### src/rtl/pic_bus_sequencer.sv
// Bus master that programs a cascade of 8259-style PICs (ICW1-ICW4 + OCW1 per chip)
// and then issues single runtime OCW writes on host request.
module pic_bus_sequencer #(
    parameter int unsigned NUM_PICS    = 7,
    parameter int unsigned WR_LOW      = 2,
    parameter logic [7:0]  VECTOR_BASE = 8'h08
) (
    input  logic                  clk,
    input  logic                  rst_n,
    input  logic                  start_i,
    input  logic [7:0]            icw4_master_i,
    input  logic [7:0]            icw4_slave_i,
    input  logic [8*NUM_PICS-1:0] imr_cfg_i,
    input  logic                  ocw_req_i,
    input  logic [2:0]            ocw_target_i,
    input  logic                  ocw_a0_i,
    input  logic [7:0]            ocw_data_i,
    output logic                  ocw_ack_o,
    output logic                  ocw_err_o,
    output logic [7:0]            data_out_o,
    output logic                  data_oe_o,
    output logic                  a0_o,
    output logic [NUM_PICS-1:0]   chip_select_o,
    output logic                  write_flag_o,
    output logic                  read_flag_o,
    output logic                  busy_o,
    output logic                  init_done_o
);

    localparam int unsigned   CntW       = (WR_LOW > 1) ? $clog2(WR_LOW) : 1;
    localparam logic [CntW-1:0] CntLast  = CntW'(WR_LOW - 1);
    localparam logic [2:0]    LastChip   = 3'(NUM_PICS - 1);
    // Master ICW3: one bit per cascaded slave input (IR1..IR(NUM_PICS-1)).
    localparam logic [7:0]    MasterIcw3 = 8'(((1 << NUM_PICS) - 1) & 8'hFE);

    typedef enum logic [2:0] {StIdle, StSetup, StStrobe, StHold, StGap} state_e;

    state_e                state_q;
    logic [2:0]            chip_q;
    logic [2:0]            step_q;
    logic [CntW-1:0]       cnt_q;
    logic                  rt_q;
    logic                  ack_q;
    logic                  err_q;
    logic [7:0]            data_q;
    logic                  oe_q;
    logic                  a0_q;
    logic [NUM_PICS-1:0]   cs_q;
    logic                  wf_q;
    logic                  busy_q;
    logic                  done_q;

    logic                  last_step;
    logic                  last_chip;
    logic [2:0]            ld_chip;
    logic [2:0]            ld_step;
    logic [7:0]            imr_sel;
    logic                  init_a0;
    logic [7:0]            init_data;
    logic [NUM_PICS-1:0]   init_cs;
    logic [NUM_PICS-1:0]   rt_cs;
    logic                  rt_bad;
    logic                  rt_take;

    always_comb begin
        last_step = (step_q == 3'd4);
        last_chip = (chip_q == LastChip);

        // Indices of the write about to be loaded into SETUP.
        if (state_q == StIdle) begin
            ld_chip = 3'd0;
            ld_step = 3'd0;
        end else if (last_step) begin
            ld_chip = chip_q + 3'd1;
            ld_step = 3'd0;
        end else begin
            ld_chip = chip_q;
            ld_step = step_q + 3'd1;
        end

        imr_sel = 8'h00;
        init_cs = '1;
        rt_cs   = '1;
        for (int unsigned i = 0; i < NUM_PICS; i++) begin
            if (ld_chip == 3'(i)) begin
                imr_sel    = imr_cfg_i[8*i +: 8];
                init_cs[i] = 1'b0;
            end
            if (ocw_target_i == 3'(i)) begin
                rt_cs[i] = 1'b0;
            end
        end

        init_a0   = 1'b1;
        init_data = 8'h00;
        case (ld_step)
            3'd0: begin
                init_a0   = 1'b0;
                init_data = 8'h11;
            end
            3'd1: init_data = VECTOR_BASE + {2'b00, ld_chip, 3'b000};
            3'd2: init_data = (ld_chip == 3'd0) ? MasterIcw3 : {5'b00000, ld_chip - 3'd1};
            3'd3: init_data = (ld_chip == 3'd0) ? icw4_master_i : icw4_slave_i;
            3'd4: init_data = imr_sel;
            default: init_data = 8'h00;
        endcase

        rt_bad  = (32'(ocw_target_i) >= NUM_PICS);
        // The ack/err cycle is skipped so a still-held request is not taken twice.
        rt_take = ocw_req_i && done_q && !ack_q && !err_q;
    end

    always_ff @(posedge clk or negedge rst_n) begin
        if (!rst_n) begin
            state_q <= StIdle;
            chip_q  <= 3'd0;
            step_q  <= 3'd0;
            cnt_q   <= '0;
            rt_q    <= 1'b0;
            ack_q   <= 1'b0;
            err_q   <= 1'b0;
            data_q  <= 8'h00;
            oe_q    <= 1'b0;
            a0_q    <= 1'b1;
            cs_q    <= '1;
            wf_q    <= 1'b1;
            busy_q  <= 1'b0;
            done_q  <= 1'b0;
        end else begin
            ack_q <= 1'b0;
            err_q <= 1'b0;
            case (state_q)
                StIdle: begin
                    if (start_i) begin
                        state_q <= StSetup;
                        rt_q    <= 1'b0;
                        chip_q  <= 3'd0;
                        step_q  <= 3'd0;
                        cs_q    <= init_cs;
                        a0_q    <= init_a0;
                        data_q  <= init_data;
                        oe_q    <= 1'b1;
                        busy_q  <= 1'b1;
                        done_q  <= 1'b0;
                    end else if (rt_take) begin
                        if (rt_bad) begin
                            err_q <= 1'b1;
                        end else begin
                            state_q <= StSetup;
                            rt_q    <= 1'b1;
                            cs_q    <= rt_cs;
                            a0_q    <= ocw_a0_i;
                            data_q  <= ocw_data_i;
                            oe_q    <= 1'b1;
                            busy_q  <= 1'b1;
                        end
                    end
                end
                StSetup: begin
                    state_q <= StStrobe;
                    wf_q    <= 1'b0;
                    cnt_q   <= '0;
                end
                StStrobe: begin
                    if (cnt_q == CntLast) begin
                        state_q <= StHold;
                        wf_q    <= 1'b1;
                    end else begin
                        cnt_q <= cnt_q + 1'b1;
                    end
                end
                StHold: begin
                    state_q <= StGap;
                    cs_q    <= '1;
                    oe_q    <= 1'b0;
                end
                StGap: begin
                    if (rt_q) begin
                        state_q <= StIdle;
                        rt_q    <= 1'b0;
                        busy_q  <= 1'b0;
                        ack_q   <= 1'b1;
                    end else if (last_step && last_chip) begin
                        state_q <= StIdle;
                        chip_q  <= 3'd0;
                        step_q  <= 3'd0;
                        busy_q  <= 1'b0;
                        done_q  <= 1'b1;
                    end else begin
                        state_q <= StSetup;
                        chip_q  <= ld_chip;
                        step_q  <= ld_step;
                        cs_q    <= init_cs;
                        a0_q    <= init_a0;
                        data_q  <= init_data;
                        oe_q    <= 1'b1;
                    end
                end
                default: state_q <= StIdle;
            endcase
        end
    end

    assign ocw_ack_o     = ack_q;
    assign ocw_err_o     = err_q;
    assign data_out_o    = data_q;
    assign data_oe_o     = oe_q;
    assign a0_o          = a0_q;
    assign chip_select_o = cs_q;
    assign write_flag_o  = wf_q;
    assign read_flag_o   = 1'b1;
    assign busy_o        = busy_q;
    assign init_done_o   = done_q;

endmodule

### config.mk
export PLATFORM = sky130hd
export DESIGN_NAME = pic_bus_sequencer
export DESIGN_NICKNAME = d
export VERILOG_FILES = /design/src/rtl/pic_bus_sequencer.sv
export SDC_FILE = /design/constraint.sdc
export NUM_CORES = 1
export LEC_CHECK = 0
export ABC_AREA = 0
export BUFFER_PORTS_ARGS = -buffer_cell sky130_fd_sc_hd__buf_2
export CORE_MARGIN = 2
export CORE_UTILIZATION = 55
export CTS_BUF_LIST = sky130_fd_sc_hd__clkbuf_8
export DETAILED_ROUTE_END_ITERATION = 8
export GPL_TIMING_DRIVEN = 0
export PLACE_DENSITY = 0.95
export SLEW_MARGIN = 30
export SYNTH_ARGS = -nofsm -noshare
export SYNTH_HDL_FRONTEND = slang
export SYNTH_SLANG_ARGS = --single-unit
export TNS_END_PERCENT = 10
### constraint.sdc
create_clock -name clk -period 6.7 [get_ports clk]
set_input_delay 0.335 -clock clk [delete_from_list [all_inputs] [get_ports clk]]
set_output_delay 0.335 -clock clk [all_outputs]
set_load 0.02 [all_outputs]
After elaboration in Yosys (flattened, before gate mapping)
Cells that the tools add are included.
{"block": "word_totals", "register_bits": 33, "wordCells": 157, "out_inout_bits": 23}
{"block": "classes", "magnitude_cmp": 1, "n_eq_ne": 30, "addsub": 5, "reduce_logical": 21, "mux": 86}
{"operator": "$mux W8", "count": 13}
{"operator": "$mux W7", "count": 6}
{"operator": "$mux W1", "count": 41}
{"operator": "$pmux W8 S5", "count": 1}
{"operator": "$mux W3", "count": 13}
{"operator": "$eq A3 B3 Y1 const B", "count": 10}
{"operator": "$eq A3 B2 Y1 const B", "count": 8}
{"operator": "$pmux W7 S3", "count": 1}
{"operator": "$pmux W8 S2", "count": 1}
{"operator": "$pmux W3 S5", "count": 1}
{"operator": "$eq A3 B1 Y1 const B", "count": 4}
{"operator": "$logic_not A3 Y1", "count": 4}
{"operator": "$pmux W1 S2", "count": 6}
{"operator": "$pmux W3 S2", "count": 2}
{"operator": "$ne A2 B2 Y1 const B", "count": 5}
{"operator": "$reduce_and A5 Y1", "count": 2}
{"operator": "$ne A3 B3 Y1 const B", "count": 3}
{"operator": "$reduce_and A3 Y1", "count": 3}
{"operator": "$reduce_and A4 Y1", "count": 2}
{"operator": "$add A4 B6 Y7 const A", "count": 1}
{"operator": "$add A3 B1 Y3 const B", "count": 2}
{"operator": "$logic_and A1 B1 Y1", "count": 4}
{"operator": "$reduce_bool A2 Y1", "count": 2}
{"operator": "$ge A3 B3 Y1 const B", "count": 1}
{"operator": "other kinds (6)", "count": 7}

Depth between registers and ports, before layout
{"block": "depth", "depth_word": 15, "depth_mapped": 16}

Worst setup path after synthesis
Ideal clock, no wire load.
{"block": "synth_path", "path_type": "register to register", "start": "register step_q[0]", "end": "register data_q[6] (netlist: data_out_o[6])", "t_required_ns": 6.564, "t_arrival_ns": 3.134, "path_slack_ns": 3.430, "path_stages_with_launch": 17, "synth_period_minus_slack_ns": 3.270, "setup_ns": 0.136, "path_buffers": 2, "cell_sequence": "dfrtp_1 > inv_1 > ha_1 > and2_1 > buf_2 > xnor2_1 > nor2_1 > inv_1 > ha_1 > ha_1 > or2_0 > buf_2 > a21oi_1 > o21ai_1 > a311o_1 > a311oi_1 > o311ai_1"}
{"block": "synth_between", "elab_chain_cells": 15, "word_cells_on_any_way": 36}
{"element": "start: declaration", "line": "40", "source": "logic [2:0] step_q;"}
{"element": "start signal: assignment", "line": "192", "source": "step_q <= ld_step;"}
{"element": "$eq A3 B3 Y1", "line": "66", "source": "last_step = (step_q == 3'd4);"}
{"element": "$mux W3", "line": "73", "source": "end else if (last_step) begin"}
{"element": "$mux W3", "line": "70", "source": "if (state_q == StIdle) begin"}
{"element": "$logic_not A3 Y1", "line": "85, 102, 103"}
{"element": "$mux W8 (7 in series)", "line": "85", "source": "if (ld_chip == 3'(i)) begin"}
{"element": "$pmux W8 S5", "line": "96", "source": "case (ld_step)"}
{"element": "$mux W8", "line": "183", "source": "end else if (last_step && last_chip) begin"}
{"element": "$mux W8", "line": "178", "source": "if (rt_q) begin"}
{"element": "$pmux W8 S2", "line": "132", "source": "case (state_q)"}
{"element": "end signal: assignment", "line": "141", "source": "data_q <= init_data;"}
{"element": "end signal: assignment", "line": "153", "source": "data_q <= ocw_data_i;"}
{"element": "end signal: assignment", "line": "195", "source": "data_q <= init_data;"}
{"element": "end: declaration", "line": "45", "source": "logic [7:0] data_q;"}
Several ways; a longest one is shown, not always the timed one. The select of a mux whose other input is x is not followed.
A chain may end at the register's enable or synchronous reset.

Worst setup path in the final report
Same ends and word-level chain as after synthesis.

==> out/results.ini <==
[outcome]
status = complete, no violations

[floorplan]
die_w_microns = 77.1
die_area_sq_um = 5940
initial_utilization = 0.572
core_area_sq_um = 5140
rows = 26
io_pins = 111
die_y_microns = 77.1

[timing]
slew_viol_final = 0
whs_ns = 0.105
fin_crit_ns = 3.97
worst_pin_slew_ns = 0.736
fmax_mhz = 252
period_share = 0.592
setup_viol = 0
rsz0062_at_grt = no
setup_slack_ns = 2.73
slew_headroom = 0.509
final-hold-violation-count = 0
setup_tns_ns = 0
finClkSkew_ns = 0.00656

[layout]
drive_above_1_share = 0.320
antenna_cells = 0
final_nets = 588
areaGrowthSynthToFinish_pct = 25.5
fin_area_sq_um = 3690
fill_cells = 435

[global_route]
gr-usage-all-layers = 0.334
grt_pass1_vias = 3346
grt_max_degree = 34
overflow = 0
grt_first_pass_wirelength_microns = 15800
antenna_found_initial = 0

[clock_tree]
cts_buffer_depth = 2
cts.clk_slew.worst_paths_ns = 0.07
cts_tree = built
cts_resized = 0
cts_root_buf = clkbuf_8
h-tree-depth = 2
insertion_delay_ns = 0.29
post-cts-setup-buffers = 0
hold_buffers = 0
numCtsBuffers = 5
clock_sinks = 33

[power]
ir_drop_mv = 0.163
internal-power_uw = 344
clkPwrFrac = 0.440
p_switching_uw = 98.0
p_leak_uw = 0.00165
powerDensity_nw_per_um2 = 120
p_sw_frac = 0.222
power_frac_seq = 0.451
combPwrFrac = 0.108

[critical_path]
start_kind = flop
path_max_fanout = 10
r2r-start = step_q[0]
reg2reg_slack_ns = 2.73
cp.arrival_ns = 4.13
crit_path_end_kind = flop
cp-startpoint = step_q[0]
crit_type = reg -> reg
worstRegToRegCells = 16
crit_path_end = data_out_o[6]
worstReg2RegEnd = data_out_o[6]
crit_required_ns = 6.86

[logic_synthesis]
synthesis.area_sq_um = 2940
synth_warnings = 0
synth_async_sr_flop_share = 1.00
syn_avg_cell_area_sq_um = 7.88
syn-num-nets = 472
netlist-cell-type-count = 69
syn_inst = 373
synthFlopType = dfrtp_1
synth_edf_count = 0
yosysSeqAreaShare = 0.285
ys_seq_elements = 33

[place]
dp_hpwl_microns = 7700
io_buffers = 109
post-place-ws_ns = 2.82
gp_congestion = 0.952
postPlaceCellArea_sq_um = 3570

[routing]
drt-initial-drc-count = 355
via_count = 3498
wl_microns = 9930
first_pass_iters = 5
routedWlPerCell_microns = 17.7
drc_errors = 0
viasPerCell = 6.25
postRouteAntennaNets = 0

[run]
maxCapViolCount = 0

[min_path]
hold_class = in -> async

[through the flow]
stage / instances / total power (uW) / utilization
3_3_place_gp: 552 / 248 / 0.695
3_5_place_dp: 552 / 250 / 0.695
5_1_grt: 560 / 456 / 0.718
6_report: 560 / 442 / 0.718
2_1_floorplan: 373 / 216 / -
4_1_cts: 560 / 441 / 0.718
[Yosys cell counts, drive strengths merged, types with 7 or more instances]
master / count / area, sq um
nand2: 52 / 198
nor2: 40 / 163
a21oi: 34 / 174
o21ai: 28 / 155
dfrtp: 24 / 601
buf: 16 / 97.6
inv: 13 / 48.8
o22ai: 12 / 75.1
ha: 11 / 138
mux2i: 11 / 110
dfstp: 9 / 236
clkbuf: 8 / 30.0
nand3: 8 / 52.6
a211oi: 7 / 65.1
a31oi: 7 / 43.8
nor3: 7 / 46.3
[placed cells by master (no fill, tap or decap), types with 6 or more instances in the layout]
cell type  count
mux2i_1       11
ha_1          11
o22ai_1       12
o21ai_0       23
clkbuf_8       6
a21oi_1       33
dfstp_2        9
a211oi_1       6
nor3_1         6
dfrtp_1       24
a31oi_1        7
clkbuf_1       8
nor2_1        37
buf_2        118
nand3_1        7
inv_1         13
nand2_1       51
[worst max-delay path, stage by stage (launching register included)]
cell      delay, ns
dfrtp_1        0.44
inv_1          0.07
ha_1           0.31
and2_1         0.20
buf_2          0.15
xnor2_1        0.13
nor2_1         0.19
inv_1          0.10
ha_1           0.24
ha_1           0.29
or2_0          0.23
buf_2          0.18
a21oi_1        0.12
o21ai_1        0.21
a311o_1        0.40
a311oi_1       0.45
o311ai_1       0.13
[final cells by class]
cell class	instances	area, sq um	area share
Clock inverter	2	33.8	0.00916
Timing Repair Buffer	109	546	0.148
Buffer	24	128	0.0346
Sequential cell	33	837	0.227
Tap cell	70	87.6	0.0237
Multi-Input combinational cell	302	1920	0.521
Inverter	14	52.6	0.0142
Clock buffer	6	82.6	0.0224
[registers in the layout, summed over array words and instances, names as in the netlist]
signal / cells
data_out_o: 8
chip_select_o: 7
chip_q: 3
state_q: 3
step_q: 3
a0_o: 1
busy_o: 1
cnt_q: 1
data_oe_o: 1
init_done_o: 1
ocw_ack_o: 1
ocw_err_o: 1
rt_q: 1
write_flag_o: 1
[worst min-delay path by stage]
stage / from / slack [ns] / end / depth (start not counted)
6_report: rst_n / 0.10 / data_out_o[7] / 1
3_3_place_gp: rst_n / 0.41 / data_oe_o / 1
4_1_cts: rst_n / 0.12 / data_oe_o / 1
5_1_grt: rst_n / 0.17 / data_oe_o / 1
3_5_place_dp: rst_n / 0.43 / data_oe_o / 1
2_1_floorplan: rst_n / 0.04 / busy_o / 0
[routing by layer]
| metal | track usage | share of wire | up-vias |
|---|---|---|---|
| met2 | 0.606 | 0.49 | 256 |
| met4 | 0.0911 | 0.028 | 0 |
| li1 | - | - | 1606 |
| met1 | 0.408 | 0.38 | 1607 |
| met3 | 0.0529 | 0.10 | 29 |
| met5 | 0 | 0 | - |
[power groups by stage]
stage	registers (uW)	logic (uW)	clock network, uW
4_1_cts	199	47.0	195
6_report	199	47.8	195
3_5_place_dp	203	46.6	0
3_3_place_gp	203	45.2	0
5_1_grt	199	52.2	204
2_1_floorplan	203	12.7	0
[cell families after synthesis]
| family | after synthesis | synth area share |
|---|---|---|
| XOR/XNOR | 4 | 0.0183 |
| flip-flops | 33 | 0.285 |
| AND/OR/NAND/NOR | 139 | 0.236 |
| AO/OA/AOI/OAI | 135 | 0.310 |
| buffers and inverters | 38 | 0.0613 |
| other | 1 | 0.00128 |
| adder cells (fa/ha/maj) | 11 | 0.0468 |
| multiplexers | 12 | 0.0413 |
Power figures use the tool's default switching activity.
